### config.mk
export PLATFORM = sky130hd
export DESIGN_NAME = rv_axi_read_mem_bridge_flat
export DESIGN_NICKNAME = d
export VERILOG_FILES = /design/src/rtl/rv_axi_read_mem_bridge_if.sv /design/src/rtl/rv_axi_read_mem_bridge.sv /design/src/flat_wrapper.sv
export SDC_FILE = /design/constraint.sdc
export NUM_CORES = 1
export LEC_CHECK = 0
export CORE_MARGIN = 2
export CORE_UTILIZATION = 36
export CTS_BUF_LIST = sky130_fd_sc_hd__clkbuf_2 sky130_fd_sc_hd__clkbuf_4 sky130_fd_sc_hd__clkbuf_8
export DETAILED_ROUTE_END_ITERATION = 7
export PLACE_DENSITY_LB_ADDON = 0.3
export SETUP_SLACK_MARGIN = 0.1
export SLEW_MARGIN = 40
export SYNTH_ARGS = -nofsm -noshare
export SYNTH_HDL_FRONTEND = slang
export SYNTH_SLANG_ARGS = --single-unit
### constraint.sdc
create_clock -name clk -period 6.1 [get_ports clk]
set_input_delay 0.61 -clock clk [delete_from_list [all_inputs] [get_ports clk]]
set_output_delay 0.61 -clock clk [all_outputs]
set_load 0.02 [all_outputs]
### src/rtl/rv_axi_read_mem_bridge_if.sv
// ---------------------------------------------------------------------------
// rv_axi_read_mem_bridge_if
// Bundles the AXI4 read channels (AR, R) and the simple in-order memory port
// of rv_axi_read_mem_bridge.
//   slave  : bridge view (accepts AR, drives R, issues memory requests)
//   master : environment view (AXI read master plus memory)
// Signals:
//   AR : ARVALID ARREADY ARADDR ARBURST ARLEN ARSIZE ARID
//        ARCACHE ARLOCK ARPROT ARQOS ARUSER (last five carried but unused)
//   R  : RVALID RREADY RDATA RLAST RRESP RID
//   mem: mem_req_valid mem_req_ready mem_req_addr
//        mem_resp_valid mem_resp_ready mem_resp_data
// ---------------------------------------------------------------------------
interface rv_axi_read_mem_bridge_if #(
   parameter int ADDR_WIDTH = 32,
   parameter int DATA_WIDTH = 32,
   parameter int ID_WIDTH   = 1,
   parameter int USER_WIDTH = 1
);
   logic                  ARVALID;
   logic                  ARREADY;
   logic [ADDR_WIDTH-1:0] ARADDR;
   logic [1:0]            ARBURST;
   logic [7:0]            ARLEN;
   logic [2:0]            ARSIZE;
   logic [ID_WIDTH-1:0]   ARID;
   logic [3:0]            ARCACHE;
   logic                  ARLOCK;
   logic [2:0]            ARPROT;
   logic [3:0]            ARQOS;
   logic [USER_WIDTH-1:0] ARUSER;

   logic                  RVALID;
   logic                  RREADY;
   logic [DATA_WIDTH-1:0] RDATA;
   logic                  RLAST;
   logic [1:0]            RRESP;
   logic [ID_WIDTH-1:0]   RID;

   logic                  mem_req_valid;
   logic                  mem_req_ready;
   logic [ADDR_WIDTH-1:0] mem_req_addr;
   logic                  mem_resp_valid;
   logic                  mem_resp_ready;
   logic [DATA_WIDTH-1:0] mem_resp_data;

   modport slave (
      input  ARVALID, ARADDR, ARBURST, ARLEN, ARSIZE, ARID,
             ARCACHE, ARLOCK, ARPROT, ARQOS, ARUSER,
      output ARREADY,
      output RVALID, RDATA, RLAST, RRESP, RID,
      input  RREADY,
      output mem_req_valid, mem_req_addr,
      input  mem_req_ready,
      input  mem_resp_valid, mem_resp_data,
      output mem_resp_ready
   );

   modport master (
      output ARVALID, ARADDR, ARBURST, ARLEN, ARSIZE, ARID,
             ARCACHE, ARLOCK, ARPROT, ARQOS, ARUSER,
      input  ARREADY,
      input  RVALID, RDATA, RLAST, RRESP, RID,
      output RREADY,
      input  mem_req_valid, mem_req_addr,
      output mem_req_ready,
      output mem_resp_valid, mem_resp_data,
      input  mem_resp_ready
   );
endinterface

### src/rtl/rv_axi_read_mem_bridge.sv
// ---------------------------------------------------------------------------
// rv_axi_read_mem_bridge
// AXI4 read-side slave. Accepts one AR burst at a time (FIXED/INCR/WRAP),
// expands it into one request per beat on an in-order valid/ready memory
// port and returns the beats on R with RID/RLAST/RRESP. A metadata FIFO of
// DEPTH entries ({id,last,err}) bounds the number of outstanding beats.
// Illegal bursts produce ARLEN+1 SLVERR beats without touching memory.
//
// Ports:
//   clk  : clock
//   rst  : synchronous active-high reset (memory side must reset with it)
//   bus  : rv_axi_read_mem_bridge_if.slave (AR, R, mem_req, mem_resp)
//
// Configuration macro:
//   RV_AXI_READ_MEM_BRIDGE_WRAP_EN : when defined WRAP bursts with
//   ARLEN in {1,3,7,15} are served; otherwise every WRAP burst is illegal.
// ---------------------------------------------------------------------------
module rv_axi_read_mem_bridge #(
   parameter int ADDR_WIDTH = 32,
   parameter int DATA_WIDTH = 32,
   parameter int ID_WIDTH   = 1,
   parameter int USER_WIDTH = 1,
   parameter int DEPTH      = 4
) (
   input logic                     clk,
   input logic                     rst,
   rv_axi_read_mem_bridge_if.slave bus
);

   localparam int PW = $clog2(DEPTH);
   localparam int CW = $clog2(DEPTH) + 1;
   localparam logic [2:0] SIZE_MAX = 3'($clog2(DATA_WIDTH/8));
   localparam logic [ADDR_WIDTH-1:0] LANE_MASK = ADDR_WIDTH'(DATA_WIDTH/8 - 1);

   localparam logic [1:0] AXI_FIXED = 2'b00;
   localparam logic [1:0] AXI_INCR  = 2'b01;
   localparam logic [1:0] AXI_WRAP  = 2'b10;
   localparam logic [1:0] AXI_UNDEF = 2'b11;

`ifdef RV_AXI_READ_MEM_BRIDGE_WRAP_EN
   localparam logic WRAP_EN = 1'b1;
`else
   localparam logic WRAP_EN = 1'b0;
`endif

   typedef enum logic [1:0] {IDLE, BURST, ERR} state_t;

   typedef struct packed {
      logic [ID_WIDTH-1:0] id;
      logic                last;
      logic                err;
   } meta_t;

   state_t                state, state_nxt;
   logic                  ar_en;
   logic                  arready;
   logic                  ar_hs;
   logic                  ar_bad;
   logic                  req_valid;
   logic                  push;
   logic                  push_err;
   logic                  pop;
   logic                  full;
   logic                  empty;
   logic                  beat_last;

   logic [ADDR_WIDTH-1:0] addr;
   logic [7:0]            len;
   logic [7:0]            cnt;
   logic [2:0]            size;
   logic [1:0]            burst;
   logic [ID_WIDTH-1:0]   id;

   meta_t                 fifo [DEPTH];
   meta_t                 head;
   logic [PW-1:0]         wptr, rptr;
   logic [CW-1:0]         count;

   logic                  unused_attr;
   logic [USER_WIDTH-1:0] unused_user;

   assign unused_attr = ^{bus.ARCACHE, bus.ARLOCK, bus.ARPROT, bus.ARQOS};
   assign unused_user = bus.ARUSER;

   function automatic logic burst_illegal(input logic [1:0] b,
                                          input logic [7:0] l,
                                          input logic [2:0] s);
      logic len_ok;
      logic bad;
      len_ok = (l == 8'd1) || (l == 8'd3) || (l == 8'd7) || (l == 8'd15);
      bad    = (s > SIZE_MAX) || (b == AXI_UNDEF);
      if (b == AXI_WRAP)
         bad = bad || !WRAP_EN || !len_ok;
      return bad;
   endfunction

   // INCR aligns down before stepping so an unaligned first beat lands on
   // the next size boundary; WRAP keeps the upper bits of the wrap window.
   function automatic logic [ADDR_WIDTH-1:0] next_addr(input logic [ADDR_WIDTH-1:0] a,
                                                      input logic [2:0]            s,
                                                      input logic [1:0]            b,
                                                      input logic [7:0]            l);
      logic [ADDR_WIDTH-1:0] incr;
      logic [ADDR_WIDTH-1:0] bound;
      incr  = ADDR_WIDTH'(1) << s;
      bound = (ADDR_WIDTH'(l) + ADDR_WIDTH'(1)) << s;
      case (b)
         AXI_FIXED: return a;
         AXI_WRAP:  return (a & ~(bound - ADDR_WIDTH'(1))) |
                           ((a + incr) & (bound - ADDR_WIDTH'(1)));
         default:   return (a & ~(incr - ADDR_WIDTH'(1))) + incr;
      endcase
   endfunction

   // ---------------- FSM: state register ----------------
   // ar_en keeps ARREADY low for the first cycle after reset release.
   always_ff @(posedge clk) begin
      if (rst) begin
         state <= IDLE;
         ar_en <= 1'b0;
      end else begin
         state <= state_nxt;
         ar_en <= 1'b1;
      end
   end

   // ---------------- FSM: next state ----------------
   always_comb begin
      state_nxt = state;
      case (state)
         IDLE:    if (ar_hs) state_nxt = ar_bad ? ERR : BURST;
         BURST:   if (push && beat_last) state_nxt = IDLE;
         ERR:     if (push && beat_last) state_nxt = IDLE;
         default: state_nxt = IDLE;
      endcase
   end

   // ---------------- FSM: outputs ----------------
   // full is the pre-pop occupancy, so a pop never frees a slot for a push
   // in the same cycle.
   always_comb begin
      arready   = 1'b0;
      req_valid = 1'b0;
      push      = 1'b0;
      push_err  = 1'b0;
      case (state)
         IDLE:  arready = ar_en;
         BURST: begin
            req_valid = !full;
            push      = !full && bus.mem_req_ready;
         end
         ERR: begin
            push     = !full;
            push_err = 1'b1;
         end
         default: ;
      endcase
   end

   assign ar_hs     = bus.ARVALID && arready;
   assign ar_bad    = burst_illegal(bus.ARBURST, bus.ARLEN, bus.ARSIZE);
   assign beat_last = (cnt == len);

   assign bus.ARREADY       = arready;
   assign bus.mem_req_valid = req_valid;
   assign bus.mem_req_addr  = addr & ~LANE_MASK;

   // Burst context: latched on AR handshake, stepped on every pushed beat.
   always_ff @(posedge clk) begin
      if (ar_hs) begin
         addr  <= bus.ARADDR;
         len   <= bus.ARLEN;
         size  <= bus.ARSIZE;
         burst <= bus.ARBURST;
         id    <= bus.ARID;
         cnt   <= 8'd0;
      end else if (push) begin
         addr <= next_addr(addr, size, burst, len);
         cnt  <= cnt + 8'd1;
      end
   end

   // Metadata FIFO storage (data only, no reset).
   always_ff @(posedge clk) begin
      if (push)
         fifo[wptr] <= '{id: id, last: beat_last, err: push_err};
   end

   // FIFO pointers and occupancy.
   always_ff @(posedge clk) begin
      if (rst) begin
         wptr  <= '0;
         rptr  <= '0;
         count <= '0;
      end else begin
         if (push)
            wptr <= wptr + 1'b1;
         if (pop)
            rptr <= rptr + 1'b1;
         if (push && !pop)
            count <= count + 1'b1;
         else if (!push && pop)
            count <= count - 1'b1;
      end
   end

   assign full  = (count == CW'(DEPTH));
   assign empty = (count == '0);
   assign head  = fifo[rptr];

   // R path is combinational from the FIFO head; error beats need no memory
   // data and are presented immediately.
   assign bus.RVALID         = !empty && (head.err || bus.mem_resp_valid);
   assign bus.RDATA          = head.err ? '0 : bus.mem_resp_data;
   assign bus.RRESP          = head.err ? 2'b10 : 2'b00;
   assign bus.RLAST          = head.last && !empty;
   assign bus.RID            = head.id;
   assign bus.mem_resp_ready = bus.RREADY && !empty && !head.err;
   assign pop                = bus.RVALID && bus.RREADY;

endmodule
### src/flat_wrapper.sv
// flat-port wrapper written by rule: the top's interface ports become plain ports
module rv_axi_read_mem_bridge_flat 
#(
   parameter int ADDR_WIDTH = 32,
   parameter int DATA_WIDTH = 32,
   parameter int ID_WIDTH   = 1,
   parameter int USER_WIDTH = 1,
   parameter int DEPTH      = 4
)
  (clk, rst, bus_ARVALID, bus_ARADDR, bus_ARBURST, bus_ARLEN, bus_ARSIZE, bus_ARID, bus_ARCACHE, bus_ARLOCK, bus_ARPROT, bus_ARQOS, bus_ARUSER, bus_ARREADY, bus_RVALID, bus_RDATA, bus_RLAST, bus_RRESP, bus_RID, bus_RREADY, bus_mem_req_valid, bus_mem_req_addr, bus_mem_req_ready, bus_mem_resp_valid, bus_mem_resp_data, bus_mem_resp_ready);
  rv_axi_read_mem_bridge_if #(.ADDR_WIDTH(ADDR_WIDTH), .DATA_WIDTH(DATA_WIDTH), .ID_WIDTH(ID_WIDTH), .USER_WIDTH(USER_WIDTH)) bus_i ();
  input logic clk;
  input logic rst;
  input wire logic [$bits(bus_i.ARVALID)-1:0] bus_ARVALID;
  input wire logic [$bits(bus_i.ARADDR)-1:0] bus_ARADDR;
  input wire logic [$bits(bus_i.ARBURST)-1:0] bus_ARBURST;
  input wire logic [$bits(bus_i.ARLEN)-1:0] bus_ARLEN;
  input wire logic [$bits(bus_i.ARSIZE)-1:0] bus_ARSIZE;
  input wire logic [$bits(bus_i.ARID)-1:0] bus_ARID;
  input wire logic [$bits(bus_i.ARCACHE)-1:0] bus_ARCACHE;
  input wire logic [$bits(bus_i.ARLOCK)-1:0] bus_ARLOCK;
  input wire logic [$bits(bus_i.ARPROT)-1:0] bus_ARPROT;
  input wire logic [$bits(bus_i.ARQOS)-1:0] bus_ARQOS;
  input wire logic [$bits(bus_i.ARUSER)-1:0] bus_ARUSER;
  output wire logic [$bits(bus_i.ARREADY)-1:0] bus_ARREADY;
  output wire logic [$bits(bus_i.RVALID)-1:0] bus_RVALID;
  output wire logic [$bits(bus_i.RDATA)-1:0] bus_RDATA;
  output wire logic [$bits(bus_i.RLAST)-1:0] bus_RLAST;
  output wire logic [$bits(bus_i.RRESP)-1:0] bus_RRESP;
  output wire logic [$bits(bus_i.RID)-1:0] bus_RID;
  input wire logic [$bits(bus_i.RREADY)-1:0] bus_RREADY;
  output wire logic [$bits(bus_i.mem_req_valid)-1:0] bus_mem_req_valid;
  output wire logic [$bits(bus_i.mem_req_addr)-1:0] bus_mem_req_addr;
  input wire logic [$bits(bus_i.mem_req_ready)-1:0] bus_mem_req_ready;
  input wire logic [$bits(bus_i.mem_resp_valid)-1:0] bus_mem_resp_valid;
  input wire logic [$bits(bus_i.mem_resp_data)-1:0] bus_mem_resp_data;
  output wire logic [$bits(bus_i.mem_resp_ready)-1:0] bus_mem_resp_ready;
  assign bus_i.ARVALID = bus_ARVALID;
  assign bus_i.ARADDR = bus_ARADDR;
  assign bus_i.ARBURST = bus_ARBURST;
  assign bus_i.ARLEN = bus_ARLEN;
  assign bus_i.ARSIZE = bus_ARSIZE;
  assign bus_i.ARID = bus_ARID;
  assign bus_i.ARCACHE = bus_ARCACHE;
  assign bus_i.ARLOCK = bus_ARLOCK;
  assign bus_i.ARPROT = bus_ARPROT;
  assign bus_i.ARQOS = bus_ARQOS;
  assign bus_i.ARUSER = bus_ARUSER;
  assign bus_ARREADY = bus_i.ARREADY;
  assign bus_RVALID = bus_i.RVALID;
  assign bus_RDATA = bus_i.RDATA;
  assign bus_RLAST = bus_i.RLAST;
  assign bus_RRESP = bus_i.RRESP;
  assign bus_RID = bus_i.RID;
  assign bus_i.RREADY = bus_RREADY;
  assign bus_mem_req_valid = bus_i.mem_req_valid;
  assign bus_mem_req_addr = bus_i.mem_req_addr;
  assign bus_i.mem_req_ready = bus_mem_req_ready;
  assign bus_i.mem_resp_valid = bus_mem_resp_valid;
  assign bus_i.mem_resp_data = bus_mem_resp_data;
  assign bus_mem_resp_ready = bus_i.mem_resp_ready;
  rv_axi_read_mem_bridge #(.ADDR_WIDTH(ADDR_WIDTH), .DATA_WIDTH(DATA_WIDTH), .ID_WIDTH(ID_WIDTH), .USER_WIDTH(USER_WIDTH), .DEPTH(DEPTH)) u_core (.clk(clk), .rst(rst), .bus(bus_i));
endmodule
==> qor.yml <==
clock_tree:
  cts_buffers: 9
  cts_resized: 0
  htreeDepth: 3
  root_buffer: "clkbuf_8"
  clk_pin_slew_ps: 90
  cts_tree: "built"
  clock_sink_count: 78
  postCtsHoldBufs: 0
  postCtsSetupBuffers: 0
  clk_path_buf_depth: 2
  clock_latency_ps: 380
critical_path:
  worstPathRequired_ps: 6350
  arrival_ps: 4630
  slowest_stage: "edfxtp_1"
  ff2ff_path_depth: 10
  crit_top_cell: "nor2_1"
  cp-end-kind: "flop"
  criticalPathCategory: "flop to flop"
  crit_path_max_fanout: 20
  crit_path_start_kind: "flop"
  r2r-start: "u_core.len[0]"
  max_stage_delay_ps: 800
  path_cells: "ha_1, and2_1, o21a_1, nor4_4, nor2_1, a22o_1, and3_1, nand4_1, nor2_1, a221o_1"
  r2r_slack_ps: 1720
sta:
  hold-worst-slack_ps: 494
  setup_ws_ps: 1720
  max_freq_mhz: 228
  setup_viol_count_final: 0
  max_slew_margin_pct: 49.8
  final_max_slew_viol_count: 0
  post-route-min-period_ps: 4380
  finalCritPeriodShare_pct: 71.8
  hold_viol: 0
  worstMarginPinSlew_ps: 750
  finalClockSkew_ps: 18.8
  rsz0062_at_grt: "false"
  fin_tns_setup_ps: 0
grt:
  antenna_found_initial: 0
  grt_usage_pct: 18.9
  grt_max_degree: 51
  gr-total-overflow: 0
  grt_pass1_vias: 6544
  grt_pass1_wl_mm: 33.5
placed_design:
  dp_hpwl_mm: 15.3
  place_ws_ps: 1790
  port_buffers: 152
  globalplace.congestion: 0.864
logic_synthesis:
  yosys_warnings: 0
  seq_area_frac_synth_pct: 28.6
  avgSynthCellArea_um2: 8.37
  synth_ff_type: "edfxtp_1"
  synthTopCellsByArea: "edfxtp_1 (23%), xnor2_1 (5.7%), dfxtp_1 (5.3%)"
  synth_cells: 895
  yosysTopAreaCell: "edfxtp_1"
  synth_top_cell_area_share_pct: 23.3
  yosysMostFrequentCell: "nand2_1"
  ys_types: 88
  synth_enable_flop_cells: 58
  synthesis.area_mm2: 0.00749
  ys_seq_elements: 78
  synth-async-reset-ratio_pct: 0
  synthTopCellsByCount: "nand2_1 (78), nor2_1 (76), a21oi_1 (63)"
layout:
  diodes: 0
  syn_to_final_growth_pct: 21.6
  fin_nets: 1105
  fin_util_pct: 44.9
  layout-drive-gt1-share_pct: 6.60
detailed_routing:
  antenna_left: 0
  viasPerCell: 5.39
  drt-total-wl_mm: 20.7
  drt_iter0_drc: 489
  avgRoutedWirePerCell_um: 16.5
  num_vias: 6761
  dr.pass1.iters: 5
  drc_errors: 0
power_and_ir_drop:
  power_density_mw_per_mm2: 269
  ir_worst_vdd_mv: 0.115
  leakage_nw: 3.25
worst_hold_path:
  holdPathStages: 2
  hold_path_end: "u_core.state[0]"
  hp-start: "u_core.state[0]"
  hold_path.class: "flop to flop"
status:
  status: "completed"
floorplanning:
  initial_core_util_pct: 36.9
  core_mm2: 0.0203
  dieHeight_um: 148
  ioPinCount: 169
  dieArea_mm2: 0.0220
  placementRows: 52
  die_width_um: 148
run:
  maxCapViolCount: 0
-- worst max path at each step --
stage                    from  endpoint  slack (ps)  cells past startpoint
3_3_place_gp   u_core.size[1]      flop        1830                     17
6_report        u_core.len[0]      flop        1720                     10
2_1_floorplan  u_core.size[1]      flop        1820                     19
3_5_place_dp    u_core.len[0]      flop        1790                     10
4_1_cts         u_core.len[0]      flop        1770                     10
5_1_grt         u_core.len[0]      flop        1350                     10
-- stage by stage --
step | cells | power, mW | cell area, um2
finish | 1255 | 2.45 | 9110
global route | 1255 | 2.62 | 9110
CTS | 1255 | 2.47 | 9110
detailed placement | 1239 | 2.04 | 8910
global placement | 1239 | 2.02 | 8900
floorplan | 897 | 1.67 | 7490
-- logic make-up (layout without fill, tap and decap cells) --
logic type               after synthesis  in the layout  synth area share (%)
flip-flops                            78             78                  28.6
XOR/XNOR                              92             92                  10.8
adder cells (fa/ha/maj)               28             28                  4.88
other                                  1              3                0.0501
AND/OR/NAND/NOR                      377            377                  26.6
buffers and inverters                117            205                  8.42
multiplexers                          11             11                  2.01
AO/OA/AOI/OAI                        191            191                  18.7
-- critical path: cells and delay by family, from the launching register on --
family	cells	cell delay [ps]
AND/OR/NAND/NOR	6	2060
AO/OA/AOI/OAI	3	840
adder cells (fa/ha/maj)	1	530
flip-flops	1	800
-- cell type report --
cell class,count,area [um2]
Multi-Input combinational cell,702,4730
Sequential cell,78,2140
Inverter,28,105
Clock buffer,10,131
Fill cell,2064,11200
Timing Repair Buffer,161,1590
Clock inverter,6,67.6
Tap cell,270,338
-- metal layers --
layer  global-route usage [%]  vias up  part of all wire (%)
met5                        0        -                     0
met1                     24.8     3170                    45
met2                     32.0      206                    47
met4                     6.14        0                   2.0
met3                     2.67       35                   6.0
li1                         -     3350                     -
-- cells in the final DEF, fill, tap and decap left out, types with 4 or more instances in the layout --
cell             instances
and2_1                  19
nor3b_1                  5
o22a_1                   6
clkbuf_8                 9
nor3_1                  33
nor2b_1                 39
ha_1                    26
and3_1                  21
clkdlybuf4s50_1        152
nand4_1                 22
a211oi_1                 5
buf_4                    9
nand2b_1                14
a21o_1                   7
or3_1                    6
o2111ai_1                4
nor2_2                   4
a22oi_1                  7
dfxtp_1                 20
xnor2_1                 49
xor2_1                  43
nor3_2                   6
a21oi_1                 62
or2_2                    4
nand3_1                 32
o21ai_0                 27
nand2_1                 78
mux2i_1                  6
a221o_1                 11
a31oi_1                  5
edfxtp_1                58
o211ai_1                 8
inv_1                   27
nor2_1                  74
-- report_power, final --
group | switching, mW | total [mW] | internal, mW
clock | 0.230 | 0.427 | 0.197
combinational | 0.675 | 1.21 | 0.536
sequential | 0.127 | 0.815 | 0.688
No activity file was read; power rests on OpenSTA's default activity.
